## src/rtl/motor_pkg.sv

```systemverilog
// Shared types and default constants for the motor current monitor slice.
//   mon_state_e      : monitor FSM states (WARMUP, RUN, FAULT)
//   ADC_W_DEF        : default ADC sample width
//   OVER/UNDER_*_DEF : default 1 A and 750 mA ADC codes
//   cnt_w()          : bit width needed to hold 0..max_val
package motor_pkg;

   typedef enum logic [1:0] {
      WARMUP = 2'd0,
      RUN    = 2'd1,
      FAULT  = 2'd2
   } mon_state_e;

   localparam int unsigned ADC_W_DEF        = 12;
   localparam int unsigned OVER_THRESH_DEF  = 1241;
   localparam int unsigned UNDER_THRESH_DEF = 931;

   function automatic int unsigned cnt_w(input int unsigned max_val);
      return (max_val < 2) ? 1 : $clog2(max_val + 1);
   endfunction

endpackage

```

## src/rtl/current_monitor_if.sv

```systemverilog
// ADC sample stream in, level flags and average out.
//   master : XADC-side producer / motor-control consumer view
//   slave  : current_monitor view
interface current_monitor_if
   import motor_pkg::*;
#(
   parameter int unsigned ADC_W = ADC_W_DEF
);
   logic [ADC_W-1:0] ADC_DATA;
   logic             ADC_VALID;
   logic             Over1;
   logic             Under750;
   logic [ADC_W-1:0] AVG;
   logic             AVG_VALID;
   logic             ADC_FAULT;

   modport master (
      output ADC_DATA, ADC_VALID,
      input  Over1, Under750, AVG, AVG_VALID, ADC_FAULT
   );

   modport slave (
      input  ADC_DATA, ADC_VALID,
      output Over1, Under750, AVG, AVG_VALID, ADC_FAULT
   );
endinterface

```

## src/rtl/sample_window.sv

```systemverilog
// Stage 1: circular sample buffer and running sum over 2^AVG_LOG2 samples.
//   clk, rst  : clock, async active-high reset
//   in_valid  : accept in_data this edge
//   in_data   : ADC sample
//   sum       : registered sum of the last 2^AVG_LOG2 accepted samples
module sample_window
   import motor_pkg::*;
#(
   parameter int unsigned ADC_W    = ADC_W_DEF,
   parameter int unsigned AVG_LOG2 = 3
) (
   input  logic                      clk,
   input  logic                      rst,
   input  logic                      in_valid,
   input  logic [ADC_W-1:0]          in_data,
   output logic [ADC_W+AVG_LOG2-1:0] sum
);
   localparam int unsigned WIN   = 1 << AVG_LOG2;
   localparam int unsigned SUM_W = ADC_W + AVG_LOG2;

   logic [ADC_W-1:0]    win_q [WIN];
   logic [ADC_W-1:0]    win_d [WIN];
   logic [AVG_LOG2-1:0] wr_ptr_q, wr_ptr_d;
   logic [SUM_W-1:0]    sum_q, sum_d;

   // Replace the oldest entry; the sum tracks the window by add-new/drop-old.
   always_comb begin
      win_d    = win_q;
      wr_ptr_d = wr_ptr_q;
      sum_d    = sum_q;
      if (in_valid) begin
         win_d[wr_ptr_q] = in_data;
         wr_ptr_d        = wr_ptr_q + AVG_LOG2'(1);
         sum_d           = sum_q + SUM_W'(in_data) - SUM_W'(win_q[wr_ptr_q]);
      end
   end

   always_ff @(posedge clk or posedge rst) begin
      if (rst) begin
         for (int i = 0; i < int'(WIN); i++) win_q[i] <= '0;
         wr_ptr_q <= '0;
         sum_q    <= '0;
      end else begin
         win_q    <= win_d;
         wr_ptr_q <= wr_ptr_d;
         sum_q    <= sum_d;
      end
   end

   assign sum = sum_q;
endmodule

```

## src/rtl/current_monitor.sv

```systemverilog
// Motor-A current monitor: running average, debounced Over1/Under750 flags.
//   CLK, RST : clock, async active-high reset
//   bus      : current_monitor_if.slave (ADC_DATA/ADC_VALID in;
//              Over1, Under750, AVG, AVG_VALID, ADC_FAULT out)
// Optional: define SAMPLE_TIMEOUT_EN to enable the sample watchdog and FAULT
// state; otherwise ADC_FAULT is constant 0.
module current_monitor
   import motor_pkg::*;
#(
   parameter int unsigned ADC_W        = ADC_W_DEF,
   parameter int unsigned AVG_LOG2     = 3,
   parameter int unsigned OVER_THRESH  = OVER_THRESH_DEF,
   parameter int unsigned UNDER_THRESH = UNDER_THRESH_DEF,
   parameter int unsigned OVER_CNT     = 4,
   parameter int unsigned UNDER_CNT    = 16,
   parameter int unsigned TIMEOUT_CYC  = 100000
) (
   input logic              CLK,
   input logic              RST,
   current_monitor_if.slave bus
);
   localparam int unsigned WIN    = 1 << AVG_LOG2;
   localparam int unsigned SUM_W  = ADC_W + AVG_LOG2;
   localparam int unsigned WARM_W = AVG_LOG2 + 1;
   localparam int unsigned OC_W   = cnt_w(OVER_CNT);
   localparam int unsigned UC_W   = cnt_w(UNDER_CNT);

   mon_state_e        state_q, state_d;
   logic [WARM_W-1:0] warm_q, warm_d;
   logic [OC_W-1:0]   over_cnt_q, over_cnt_d;
   logic [UC_W-1:0]   under_cnt_q, under_cnt_d;
   logic              over1_q, over1_d;
   logic              under750_q, under750_d;
   logic [ADC_W-1:0]  avg_q, avg_d;
   logic              avg_valid_q, avg_valid_d;
   logic              s1_valid_q, s1_valid_d;
   logic [SUM_W-1:0]  sum_c;
   logic [ADC_W-1:0]  avg_c;
`ifdef SAMPLE_TIMEOUT_EN
   localparam int unsigned WD_W = cnt_w(TIMEOUT_CYC);
   logic [WD_W-1:0]   wd_q, wd_d;
   logic              fault_q, fault_d;
`else
   logic              unused_timeout;
   assign unused_timeout = ^32'(TIMEOUT_CYC);
`endif

   sample_window #(
      .ADC_W    (ADC_W),
      .AVG_LOG2 (AVG_LOG2)
   ) u_window (
      .clk      (CLK),
      .rst      (RST),
      .in_valid (bus.ADC_VALID),
      .in_data  (bus.ADC_DATA),
      .sum      (sum_c)
   );

   assign avg_c = ADC_W'(sum_c >> AVG_LOG2);

   always_comb begin
      state_d     = state_q;
      warm_d      = warm_q;
      over_cnt_d  = over_cnt_q;
      under_cnt_d = under_cnt_q;
      over1_d     = over1_q;
      under750_d  = under750_q;
      avg_d       = avg_q;
      avg_valid_d = 1'b0;
      s1_valid_d  = bus.ADC_VALID;
`ifdef SAMPLE_TIMEOUT_EN
      wd_d        = wd_q;
      fault_d     = fault_q;
`endif

      // Stage 2: the sum registered last edge becomes the published average.
      if (s1_valid_q && (state_q == RUN)) begin
         avg_d       = avg_c;
         avg_valid_d = 1'b1;
         if (32'(avg_c) > OVER_THRESH) begin
            if (over_cnt_q != OC_W'(OVER_CNT)) over_cnt_d = over_cnt_q + OC_W'(1);
            over1_d = (over_cnt_d == OC_W'(OVER_CNT));
         end else begin
            over_cnt_d = '0;
            over1_d    = 1'b0;
         end
         if (32'(avg_c) < UNDER_THRESH) begin
            if (under_cnt_q != UC_W'(UNDER_CNT)) under_cnt_d = under_cnt_q + UC_W'(1);
            under750_d = (under_cnt_d == UC_W'(UNDER_CNT));
         end else begin
            under_cnt_d = '0;
            under750_d  = 1'b0;
         end
      end

      // State progression on accepted samples; the WIN-th sample enters RUN
      // on its own edge so its average is published.
      case (state_q)
         WARMUP: begin
            if (bus.ADC_VALID) begin
               if (warm_q == WARM_W'(WIN - 1)) begin
                  state_d = RUN;
                  warm_d  = '0;
               end else begin
                  warm_d = warm_q + WARM_W'(1);
               end
            end
         end
         RUN: begin
         end
`ifdef SAMPLE_TIMEOUT_EN
         FAULT: begin
            if (bus.ADC_VALID) begin
               state_d = WARMUP;
               warm_d  = WARM_W'(1);
               fault_d = 1'b0;
               over1_d = 1'b0;
            end
         end
`endif
         default: state_d = WARMUP;
      endcase

`ifdef SAMPLE_TIMEOUT_EN
      // Watchdog: a stalled ADC forces Over1 so the motor is stopped.
      if (bus.ADC_VALID) begin
         wd_d = '0;
      end else if (state_q != FAULT) begin
         if (wd_q == WD_W'(TIMEOUT_CYC - 1)) begin
            state_d     = FAULT;
            fault_d     = 1'b1;
            over1_d     = 1'b1;
            under750_d  = 1'b0;
            over_cnt_d  = '0;
            under_cnt_d = '0;
            wd_d        = '0;
         end else begin
            wd_d = wd_q + WD_W'(1);
         end
      end
`endif
   end

   always_ff @(posedge CLK or posedge RST) begin
      if (RST) begin
         state_q     <= WARMUP;
         warm_q      <= '0;
         over_cnt_q  <= '0;
         under_cnt_q <= '0;
         over1_q     <= 1'b0;
         under750_q  <= 1'b0;
         avg_q       <= '0;
         avg_valid_q <= 1'b0;
         s1_valid_q  <= 1'b0;
`ifdef SAMPLE_TIMEOUT_EN
         wd_q        <= '0;
         fault_q     <= 1'b0;
`endif
      end else begin
         state_q     <= state_d;
         warm_q      <= warm_d;
         over_cnt_q  <= over_cnt_d;
         under_cnt_q <= under_cnt_d;
         over1_q     <= over1_d;
         under750_q  <= under750_d;
         avg_q       <= avg_d;
         avg_valid_q <= avg_valid_d;
         s1_valid_q  <= s1_valid_d;
`ifdef SAMPLE_TIMEOUT_EN
         wd_q        <= wd_d;
         fault_q     <= fault_d;
`endif
      end
   end

   assign bus.Over1     = over1_q;
   assign bus.Under750  = under750_q;
   assign bus.AVG       = avg_q;
   assign bus.AVG_VALID = avg_valid_q;
`ifdef SAMPLE_TIMEOUT_EN
   assign bus.ADC_FAULT = fault_q;
`else
   assign bus.ADC_FAULT = 1'b0;
`endif
endmodule

```

## src/flat_wrapper.sv

```systemverilog
// flat-port wrapper written by rule: the top's interface ports become plain ports
module current_monitor_flat import motor_pkg::*;
#(
   parameter int unsigned ADC_W        = ADC_W_DEF,
   parameter int unsigned AVG_LOG2     = 3,
   parameter int unsigned OVER_THRESH  = OVER_THRESH_DEF,
   parameter int unsigned UNDER_THRESH = UNDER_THRESH_DEF,
   parameter int unsigned OVER_CNT     = 4,
   parameter int unsigned UNDER_CNT    = 16,
   parameter int unsigned TIMEOUT_CYC  = 100000
)
  (CLK, RST, bus_ADC_DATA, bus_ADC_VALID, bus_Over1, bus_Under750, bus_AVG, bus_AVG_VALID, bus_ADC_FAULT);
  current_monitor_if #(.ADC_W(ADC_W)) bus_i ();
  input logic CLK;
  input logic RST;
  input wire logic [$bits(bus_i.ADC_DATA)-1:0] bus_ADC_DATA;
  input wire logic [$bits(bus_i.ADC_VALID)-1:0] bus_ADC_VALID;
  output wire logic [$bits(bus_i.Over1)-1:0] bus_Over1;
  output wire logic [$bits(bus_i.Under750)-1:0] bus_Under750;
  output wire logic [$bits(bus_i.AVG)-1:0] bus_AVG;
  output wire logic [$bits(bus_i.AVG_VALID)-1:0] bus_AVG_VALID;
  output wire logic [$bits(bus_i.ADC_FAULT)-1:0] bus_ADC_FAULT;
  assign bus_i.ADC_DATA = bus_ADC_DATA;
  assign bus_i.ADC_VALID = bus_ADC_VALID;
  assign bus_Over1 = bus_i.Over1;
  assign bus_Under750 = bus_i.Under750;
  assign bus_AVG = bus_i.AVG;
  assign bus_AVG_VALID = bus_i.AVG_VALID;
  assign bus_ADC_FAULT = bus_i.ADC_FAULT;
  current_monitor #(.ADC_W(ADC_W), .AVG_LOG2(AVG_LOG2), .OVER_THRESH(OVER_THRESH), .UNDER_THRESH(UNDER_THRESH), .OVER_CNT(OVER_CNT), .UNDER_CNT(UNDER_CNT), .TIMEOUT_CYC(TIMEOUT_CYC)) u_core (.CLK(CLK), .RST(RST), .bus(bus_i));
endmodule
```

## config.mk

```make
export PLATFORM = sky130hd
export DESIGN_NAME = current_monitor_flat
export DESIGN_NICKNAME = d
export VERILOG_FILES = /design/src/rtl/motor_pkg.sv /design/src/rtl/current_monitor_if.sv /design/src/rtl/sample_window.sv /design/src/rtl/current_monitor.sv /design/src/flat_wrapper.sv
export SDC_FILE = /design/constraint.sdc
export NUM_CORES = 1
export LEC_CHECK = 0
export BUFFER_PORTS_ARGS = -buffer_cell sky130_fd_sc_hd__buf_2
export CELL_PAD_IN_SITES_DETAIL_PLACEMENT = 1
export CELL_PAD_IN_SITES_GLOBAL_PLACEMENT = 2
export CORE_MARGIN = 2
export CORE_UTILIZATION = 38
export DETAILED_ROUTE_END_ITERATION = 6
export MAX_ROUTING_LAYER = met4
export PLACE_DENSITY = 0.78
export SETUP_SLACK_MARGIN = 0.05
export SLEW_MARGIN = 15
export SYNTH_ARGS = -nofsm -noshare
export SYNTH_HDL_FRONTEND = slang
export SYNTH_SLANG_ARGS = --single-unit
export TNS_END_PERCENT = 100
```

## constraint.sdc

```tcl
create_clock -name CLK -period 5.44 [get_ports CLK]
set_input_delay 1.632 -clock CLK [delete_from_list [all_inputs] [get_ports CLK]]
set_output_delay 1.632 -clock CLK [all_outputs]
set_load 0.02 [all_outputs]
```

==> results of run 1 <==
registers in the layout, summed over array words and instances (netlist names), 3 cells and up:
signal,flops
u_core.warm_q,4
u_core.u_window.sum,15
u_core.u_window.wr_ptr_q,3
u_core.under_cnt_q,5
u_core.bus.AVG,12
u_core.u_window.win_q,96
u_core.over_cnt_q,3
metrics by stage:
step / util / hold WS, ps / instance area [um^2]
floorplan: - / 445 / 7340
global placement: 0.416 / 457 / 7840
detailed placement: 0.416 / 465 / 7840
CTS: 0.446 / 478 / 8410
global route: 0.446 / 509 / 8410
finish: 0.446 / 476 / 8410
critical path, stage by stage (launching register included):
cell and delay, ps:
dfrtp_1 830, buf_4 360, buf_4 230, mux4_2 510, mux2_2 290, fa_1 480, inv_1 50, ha_1 380
a21oi_1 290, o21ai_0 150, or3_1 330, a21oi_1 140, a31oi_1 100
cells by family (layout without fill, tap and decap cells):
family,Yosys count,in the layout,share of synthesized area
flops,143,143,0.488
compound gates,142,142,0.113
simple gates,133,133,0.0833
mux,94,94,0.181
buf+inv,91,139,0.0491
fa+ha+maj,35,35,0.0720
xor+xnor,11,11,0.0131
other cells,1,1,0.000511
layout make-up:
cell class                      instances  area, um^2
Multi-Input combinational cell        416        3410
Timing Repair Buffer                   45         278
Clock inverter                         13         130
Sequential cell                       143        3580
Tap cell                              260         325
Fill cell                            2024       10400
Clock buffer                           18         439
Inverter                               63         240
routing by layer:
metal / global-route usage / up-vias
li1: - / 2341
met1: 0.258 / 2603
met2: 0.335 / 71
met3: 0.0456 / 18
met4: 0.0620 / 0
met5: - / -
how the worst max path moves through the flow:
stage	slack (ps)	endpoint	cells after the start	startpoint
2_1_floorplan	1470	u_core.u_window.sum[13]$_DFFE_PP0P_	10	bus_ADC_DATA[1]
3_3_place_gp	1150	u_core.u_window.sum[14]$_DFFE_PP0P_	13	u_core.u_window.wr_ptr_q[0]$_DFFE_PP0P_
3_5_place_dp	1090	u_core.u_window.sum[14]$_DFFE_PP0P_	13	u_core.u_window.wr_ptr_q[0]$_DFFE_PP0P_
4_1_cts	1070	u_core.u_window.sum[14]$_DFFE_PP0P_	13	u_core.u_window.wr_ptr_q[0]$_DFFE_PP0P_
5_1_grt	770	u_core.u_window.sum[14]$_DFFE_PP0P_	13	u_core.u_window.wr_ptr_q[0]$_DFFE_PP0P_
6_report	1150	u_core.u_window.sum[14]$_DFFE_PP0P_	12	u_core.u_window.wr_ptr_q[0]$_DFFE_PP0P_
placed cells by master (no fill, tap or decap), types with 4 or more instances in the layout:
master and n:
dfrtp_1 143, o21ai_0 84, nand2_1 77, inv_1 61, mux2_2 60, buf_2 29
mux4_2 24, ha_1 23, a21oi_1 18, clkbuf_16 17, nor2_1 16, buf_4 15
fa_1 12, nand2b_1 10, nand4_1 7, mux2_1 6, xnor2_1 6, a21o_1 6
xor2_1 5, o211ai_1 5, nand3_1 4, mux2i_1 4, nor3_1 4, clkinvlp_4 4
inv_6 4
==> out/qor.yml, run 1 <==
outcome: "finished, final reports clean"
drcViolationCount: 0
avgRoutedWirePerCell_um: 19.0
clk_path_buf_depth: 2
tns_ps: 0
place.gp.congestion: 0.820
root_buffer: "clkbuf_16"
min_to: "u_core.bus.AVG[3]$_DFFE_PP0P_"
diodes: 0
crit_type: "flop to flop"
syn_to_final_growth_pct: 14.6
cts_made_buffers: 17
cp.required_ps: 5740
setup_violations: 0
drtPass1Iterations: 4
wl_met2_um: 9150
final-hold-violation-count: 0
synth_fp_nets: 700
synth_area_leader_cell: "dfrtp_1"
drt-total-wl_um: 18200
r2r_setup_slack_ps: 1150
post-cts-setup-buffer-count: 0
core_um2: 18800
dp.final_hpwl_um: 13100
place_ws_ps: 1090
grt_pass1_vias: 5573
met3_length_um: 553
die_h_um: 143
wl_met1_um: 8330
hold_buffers: 0
fin_ws_ps: 1150
final_nets: 736
hold_start: "u_core.bus.AVG[3]$_DFFE_PP0P_"
async_flop_share: 1.00
min_path_cells: 2
clk_pin_slew_ps: 70
synth_area_leaders: "dfrtp_1 49%, mux2_2 9.2%, mux4_2 7.4%, o21ai_0 5.7%, nand2_1 3.9%"
fmax_mhz: 233
max_slew_margin: 0.473
yosysSeqAreaShare: 0.488
finalCriticalPeriod_ps: 4290
grt_max_degree: 63
tritoncts: "done"
rsz0062_at_grt: "no"
htreeDepth: 4
hp-class: "flop to flop"
die_area_um2: 20400
worstPathArrival_ps: 4590
num_rows: 50
cts_resized: 0
netlist_top_cells_count: "143 x dfrtp_1, 84 x o21ai_0, 77 x nand2_1"
clock_latency_ps: 440
grtUsageTotal: 0.206
rr_worst_depth: 12
finalCritPeriodShare: 0.789
crit_fanout: 14
clkSinkCount: 143
synth-seq-cells: 143
drv_slew: 0
synth_cells: 650
syn-mean-instance-area_um2: 11.3
dp.cells: 927
yosys.area.top_type_share: 0.488
via_per_inst: 5.25
die_w_um: 143
drt_iter0_markers: 286
num_vias: 5033
ys_warn_count: 0
worst_pin_slew_ps: 789
clock_skew_ps: 8.55
top_layer_used: "met4"
r2r_start: "u_core.u_window.wr_ptr_q[0]$_DFFE_PP0P_"
port_buffers: 29
synth_edf_count: 0
yosysUniqueCellTypes: 54
antenna_found_initial: 0
endpoint_kind: "flop"
critPathLaunchType: "flop"
drive_gt1_frac: 0.242
drv_cap: 0
synth_area_um2: 7330
grt-ovfl-total: 0
timing.rr.end: "u_core.u_window.sum[14]$_DFFE_PP0P_"
yosysMostFrequentCell: "dfrtp_1"
ant_nets: 0
initial_core_util: 0.389
fin_cells: 958
synthFlopType: "dfrtp_1"
io-pin-count: 31
grt_first_pass_wirelength_um: 30700
Power of run 1 is not shown: default switching activity piles up to over one toggle a cycle in this logic, so the estimate is an artifact.
==> run 2, diff against run 1 <==
--- a/config.mk
+++ b/config.mk
@@ -5,6 +5,7 @@
 export SDC_FILE = /design/constraint.sdc
 export NUM_CORES = 1
 export LEC_CHECK = 0
+export ABC_AREA = 1
 export BUFFER_PORTS_ARGS = -buffer_cell sky130_fd_sc_hd__buf_2
 export CELL_PAD_IN_SITES_DETAIL_PLACEMENT = 1
 export CELL_PAD_IN_SITES_GLOBAL_PLACEMENT = 2
@@ -12,7 +13,7 @@
 export CORE_UTILIZATION = 38
 export DETAILED_ROUTE_END_ITERATION = 6
 export MAX_ROUTING_LAYER = met4
-export PLACE_DENSITY = 0.78
+export PLACE_DENSITY = 0.82
 export SETUP_SLACK_MARGIN = 0.05
 export SLEW_MARGIN = 15
 export SYNTH_ARGS = -nofsm -noshare
==> constraint.sdc (replaced) <==
create_clock -name CLK -period 4.4 [get_ports CLK]
set_input_delay 1.32 -clock CLK [delete_from_list [all_inputs] [get_ports CLK]]
set_output_delay 1.32 -clock CLK [all_outputs]
set_load 0.02 [all_outputs]
==> run 2 against run 1 <==
  * Utilization decreased by 0.92 points
  * Via count increased by 21%
  * First-iteration DRC count decreased by 7.3%
  * Sequential share of layout area decreased by 0.64 points
  * Global-route usage increased by 0.81 points
  * Maximum frequency increased by 22%
  * Register-to-register slack got worse by 260 ps
  * Die area increased by 3.5%
  * Non-clock buffer count decreased by 7
  * Flip-flop and latch count unchanged
  * Synthesized area increased by 3.6%
  * Critical path type unchanged
  * Highest routed layer unchanged
==> out/qor.yml, run 2 <==
async_flop_share: 1.00  # unchanged
clk_path_buf_depth: 2  # unchanged
rsz0062_at_grt: "no"
grt_max_degree: 85  # +35%
drive_gt1_frac: 0.0934  # -0.149
post-cts-setup-buffer-count: 0  # unchanged
synth_area_leaders: "dfrtp_1 47%, nand2_1 12%, o21ai_0 9.4%, inv_1 5.8%, ha_1 3.8%"
place.gp.congestion: 0.817  # -0.30%
grtUsageTotal: 0.214  # +0.00813
yosys.area.top_type_share: 0.471  # -0.0170
io-pin-count: 31  # unchanged
drtPass1Iterations: 5  # +1
finalCriticalPeriod_ps: 3510  # -777 ps
largest_register_ffs: 96  # unchanged
antenna_found_initial: 0  # unchanged
drt-total-wl_um: 20400  # +12%
setup_violations: 0  # unchanged
max_slew_margin: 0.576  # +0.103
synth_edf_count: 0  # unchanged
endpoint_kind: "flop"
dp.final_hpwl_um: 14000  # +7.2%
fmax_mhz: 285  # +22%
place_ws_ps: 865  # -224 ps
crit_type: "flop to flop"
die_area_um2: 21100  # +3.5%
hold_buffers: 0  # unchanged
syn_to_final_growth_pct: 12.3
critPathLaunchType: "flop"
diodes: 0  # unchanged
tns_ps: 0  # unchanged
final_cell_mix: "253 x nand2_1, 142 x o21ai_0, 142 x dfrtp_1"
largest-register: "u_core.u_window.win_q"
multi_input_area_um2: 3320  # -2.9%
final-hold-violation-count: 0  # unchanged
hold_slack_ps: 479  # +3.06 ps
grt_first_pass_wirelength_um: 34500  # +12%
synth_area_um2: 7600  # +3.6%
final_nets: 990  # +35%
clk_pin_slew_ps: 60  # about the same
tritoncts: "done"
worstPathArrival_ps: 3810  # -780 ps
clock_skew_ps: 7.51  # -1.04 ps
synth_cells: 920  # +42%
port_buffers: 29  # unchanged
yosysUniqueCellTypes: 36  # -33%
die_w_um: 145  # +1.7%
clkSinkCount: 143  # unchanged
drt_iter0_markers: 265  # -7.3%
cp.required_ps: 4700  # -1040 ps
synthFlopType: "dfrtp_1"
yosysMostFrequentCell: "nand2_1"
seq_area_um2: 3580  # about the same
syn-mean-instance-area_um2: 8.26  # -27%
synth_area_leader_cell: "dfrtp_1"
ys_warn_count: 0  # unchanged
grt_pass1_vias: 6425  # +15%
finalCritPeriodShare: 0.799  # +0.00990
die_h_um: 145  # +1.7%
fillers: 2416  # +19%
fin_ws_ps: 886  # -263 ps
drcViolationCount: 0  # unchanged
yosysSeqAreaShare: 0.471  # -0.0170
final_common_cell: "nand2_1"
core_um2: 19500  # +3.7%
synth_fp_nets: 970  # +39%
r2r_setup_slack_ps: 890  # -260 ps
via_per_inst: 4.98  # -5.1%
drv_cap: 0  # unchanged
netlist_top_cells_count: "253 x nand2_1, 143 x dfrtp_1, 142 x o21ai_0"
htreeDepth: 4  # unchanged
initial_core_util: 0.389  # about the same
cts_made_buffers: 17  # unchanged
root_buffer: "clkbuf_16"
num_vias: 6071  # +21%
avgRoutedWirePerCell_um: 16.8  # -12%
cts_resized: 0  # unchanged
drv_slew: 0  # unchanged
rr_worst_depth: 15  # +3
hp-class: "flop to flop"
worst_pin_slew_ps: 634  # -155 ps
min_path_cells: 2  # unchanged
synth-seq-cells: 143  # unchanged
outcome: "finished, final reports clean"
num_rows: 51  # +2.0%
clock_latency_ps: 430  # about the same
grt-ovfl-total: 0  # unchanged
crit_fanout: 33  # +19
ant_nets: 0  # unchanged
-- run 2: cell types whose count changed after synthesis, sizes merged, moves of 27 or more --
cell,previous run,this run
inv,62,122
mux2,66,0
nand2,77,260
nand3,4,33
nor2,16,43
o21ai,87,159
-- run 2: layer usage --
| layer | share of wire | GRT usage | wire [um] |
|---|---|---|---|
| met5 | 0 | - | 0 |
| met4 | 0.0099 | 0.0534 | 202 |
| met1 | 0.51 | 0.294 | 10400 |
| met2 | 0.46 | 0.335 | 9390 |
| met3 | 0.020 | 0.0335 | 408 |
-- run 2: final cells by class --
cell class | instances | share of cell area
multi-input combinational | 617 | 0.388
clock inverter | 12 | 0.0188
sequential | 143 | 0.419
inverter | 123 | 0.0545
timing repair buffer | 38 | 0.0278
tap | 265 | 0.0388
clock buffer | 20 | 0.0523
-- run 2: worst paths after layout --
| path | startpoint | end |
|---|---|---|
| max | u_core.u_window.wr_ptr_q[0]$_DFFE_PP0P_ | u_core.u_window.sum[6]$_DFFE_PP0P_ |
| min in group asynchronous | RST | u_core.u_window.win_q[92]$_DFFE_PP0P_ |
| max reg2reg | u_core.u_window.wr_ptr_q[0]$_DFFE_PP0P_ | u_core.u_window.sum[6]$_DFFE_PP0P_ |
| min reg2reg | u_core.u_window.win_q[36]$_DFFE_PP0P_ | u_core.u_window.win_q[36]$_DFFE_PP0P_ |
| min | u_core.u_window.win_q[36]$_DFFE_PP0P_ | u_core.u_window.win_q[36]$_DFFE_PP0P_ |
| max in group asynchronous | RST | u_core.u_window.sum[14]$_DFFE_PP0P_ |
-- run 2: critical path, cell delays in order (launching register included) --
cell	delay, ps
dfrtp_2	690
inv_1	90
buf_4	270
o21a_1	220
o21ai_0	90
o2111ai_1	200
fa_1	520
inv_1	40
ha_1	360
nand2_1	140
nor2_1	50
nand2_1	70
nand3_1	160
or2_2	320
nand3_1	60
o21ai_0	70
-- run 2: logic make-up after synthesis --
family          count (synthesis)  share of synthesized area
buf+inv                       160                     0.0927
other cells                     1                   0.000494
xor+xnor                       10                     0.0115
simple gates                  350                      0.191
fa+ha+maj                      35                     0.0695
compound gates                221                      0.164
flops                         143                      0.471
-- run 2: metrics by stage --
step,instance area [um^2],utilization,cells
2_1_floorplan,7600,-,920
3_3_place_gp,7930,0.406,1186
3_5_place_dp,7930,0.406,1186
4_1_cts,8540,0.437,1218
5_1_grt,8540,0.437,1218
6_report,8540,0.437,1218
Power of run 2 is left out for the same reason.
==> run 3, diff against run 2 <==
==> constraint.sdc (replaced) <==
create_clock -name CLK -period 3.6 [get_ports CLK]
set_input_delay 1.08 -clock CLK [delete_from_list [all_inputs] [get_ports CLK]]
set_output_delay 1.08 -clock CLK [all_outputs]
set_load 0.02 [all_outputs]
==> run 3 against run 2 <==
  * Via count shrank 0.48%
  * Sequential share of layout area shrank 0.23 points
  * Die area is the same
  * Non-clock buffer count grew 9
  * First-iteration DRC count grew 13%
  * Critical path depth grew 2
  * Clock-buffer cell count is the same
  * Setup slack lost 500 ps
  * Critical endpoint unchanged
==> out/qor.yml, run 3 (synthesis results as in run 2) <==
via_per_inst: 4.92  # -1.2%
final_cell_mix: "253 x nand2_1, 142 x o21ai_0, 142 x dfrtp_1"
tritoncts: "done"
drt_iter0_markers: 299  # +13%
drt-total-wl_um: 20700  # +1.1%
largest-register: "u_core.u_window.win_q"
diodes: 0  # unchanged
root_buffer: "clkbuf_16"
cp_slowest_cell: "dfrtp_1"
crit_fanout: 9  # -73%
worstPathArrival_ps: 3520  # -290 ps
grt-ovfl-total: 0  # unchanged
initial_core_util: 0.389  # unchanged
die_h_um: 145  # unchanged
cp.required_ps: 3910  # -790 ps
endpoint_kind: "flop"
utilization: 0.440  # +0.00237
outcome: "finished, final reports clean"
drtPass1Iterations: 4  # -1
grt_pass1_vias: 6477  # +0.81%
port_buffers: 29  # unchanged
num_rows: 51  # unchanged
clock_latency_ps: 440  # about the same
num_vias: 6042  # -0.48%
htreeDepth: 4  # unchanged
cpPeakStageDelay_ps: 490  # -200 ps
cp_common_cell: "nand2_1"
avgRoutedWirePerCell_um: 16.8  # +0.40%
ant_nets: 0  # unchanged
cts_resized: 0  # unchanged
drv_cap: 0  # unchanged
core_um2: 19500  # unchanged
die_w_um: 145  # unchanged
tns_ps: 0  # unchanged
die_area_um2: 21100  # unchanged
crit_family: "simple AND/OR/NAND/NOR gates"
drcViolationCount: 0  # unchanged
grt_max_degree: 144  # +69%
final-hold-violation-count: 0  # unchanged
syn_to_final_growth_pct: 13.0
dp.final_hpwl_um: 14300  # +2.0%
grt_first_pass_wirelength_um: 35000  # +1.4%
worst_pin_slew_ps: 907  # +273 ps
clk_pin_slew_ps: 60  # about the same
final_nets: 999  # +0.91%
critPathLaunchType: "flop"
drive_gt1_frac: 0.102  # +0.00848
rsz0062_at_grt: "no"
hold_buffers: 0  # unchanged
final_common_cell: "nand2_1"
cts_made_buffers: 17  # unchanged
fmax_mhz: 311  # +9.4%
hp-class: "flop to flop"
critPathBufInv: 4  # +1
post-cts-setup-buffer-count: 0  # unchanged
antenna_found_initial: 0  # unchanged
crit_type: "flop to flop"
cp_cell_sequence: "inv_2 -> nor2_4 -> buf_4 -> nand2_1 -> nand2_1 -> inv_1 -> a21oi_1 -> fa_1 -> inv_1 -> ha_1 -> nand2_1 -> nand2_1 -> nand2_1 -> nand3_1 -> or2_2 -> nand3_1 -> o21ai_0"
grtUsageTotal: 0.216  # +0.00218
finalCriticalPeriod_ps: 3210  # -301 ps
place.gp.congestion: 0.790  # -3.3%
clock_skew_ps: 13.3  # +5.82 ps
finalCritPeriodShare: 0.892  # +0.0938
clk_path_buf_depth: 2  # unchanged
clkSinkCount: 143  # unchanged
largest_register_ffs: 96  # unchanged
io-pin-count: 31  # unchanged
setup_violations: 0  # unchanged
drv_slew: 0  # unchanged
max_slew_margin: 0.394  # -0.183
[run 3: changes by cell type in the layout (fill, tap and decap cells not counted)]
cell | previous run | this run
bufinv_16 | 3 | 1
inv_8 | 0 | 2
buf_12 | 2 | 3
inv_6 | 1 | 3
clkinv_4 | 3 | 4
buf_4 | 7 | 15
clkinvlp_4 | 5 | 2
[run 3: layout make-up]
cell class                      count  area (um^2)
Sequential cell                   143         3580
Clock buffer                       20          447
Inverter                          123          465
Clock inverter                     12          126
Tap cell                          265          332
Multi-Input combinational cell    617         3320
Fill cell                        2380        10900
Timing Repair Buffer               47          318
[run 3: per-layer routing]
layer / up-vias / global-route usage / part of all wire
met2: 57 / 0.350 / 0.48
li1: 3025 / - / -
met5: - / - / 0
met1: 2939 / 0.290 / 0.48
met4: 0 / 0.0529 / 0.012
met3: 21 / 0.0307 / 0.028
[run 3: through the flow]
| step | std cells | hold slack, ps | instance area (um^2) | setup slack, ps |
|---|---|---|---|---|
| final | 1227 | 478 | 8580 | 387 |
| after global routing | 1227 | 510 | 8580 | 81.4 |
| after floorplan | 920 | 448 | 7600 | 692 |
| after CTS | 1227 | 483 | 8580 | 394 |
| after detailed placement | 1195 | 468 | 8010 | 354 |
| after global placement | 1195 | 461 | 8010 | 378 |
[run 3: worst min-delay path, stage by stage (launching register included)]
cell,delay [ps]
dfrtp_1,340
nand2_1,50
o21ai_0,60
[run 3: worst paths after layout]
| path | from | cells after the start | slack [ps] | end |
|---|---|---|---|---|
| setup reg to reg | u_core.u_window.wr_ptr_q[2]$_DFFE_PP0P_ | 17 | 390 | u_core.u_window.sum[6]$_DFFE_PP0P_ |
| max in group asynchronous | RST | 3 | 2150 | u_core.u_window.sum[0]$_DFFE_PP0P_ |
| hold reg to reg | u_core.u_window.win_q[66]$_DFFE_PP0P_ | 2 | 480 | u_core.u_window.win_q[66]$_DFFE_PP0P_ |
| hold / removal | u_core.u_window.win_q[66]$_DFFE_PP0P_ | 2 | 480 | u_core.u_window.win_q[66]$_DFFE_PP0P_ |
| setup / recovery | u_core.u_window.wr_ptr_q[2]$_DFFE_PP0P_ | 17 | 390 | u_core.u_window.sum[6]$_DFFE_PP0P_ |
| min in group asynchronous | RST | 3 | 850 | u_core.u_window.win_q[8]$_DFFE_PP0P_ |
Power of run 3 is left out for the same reason.
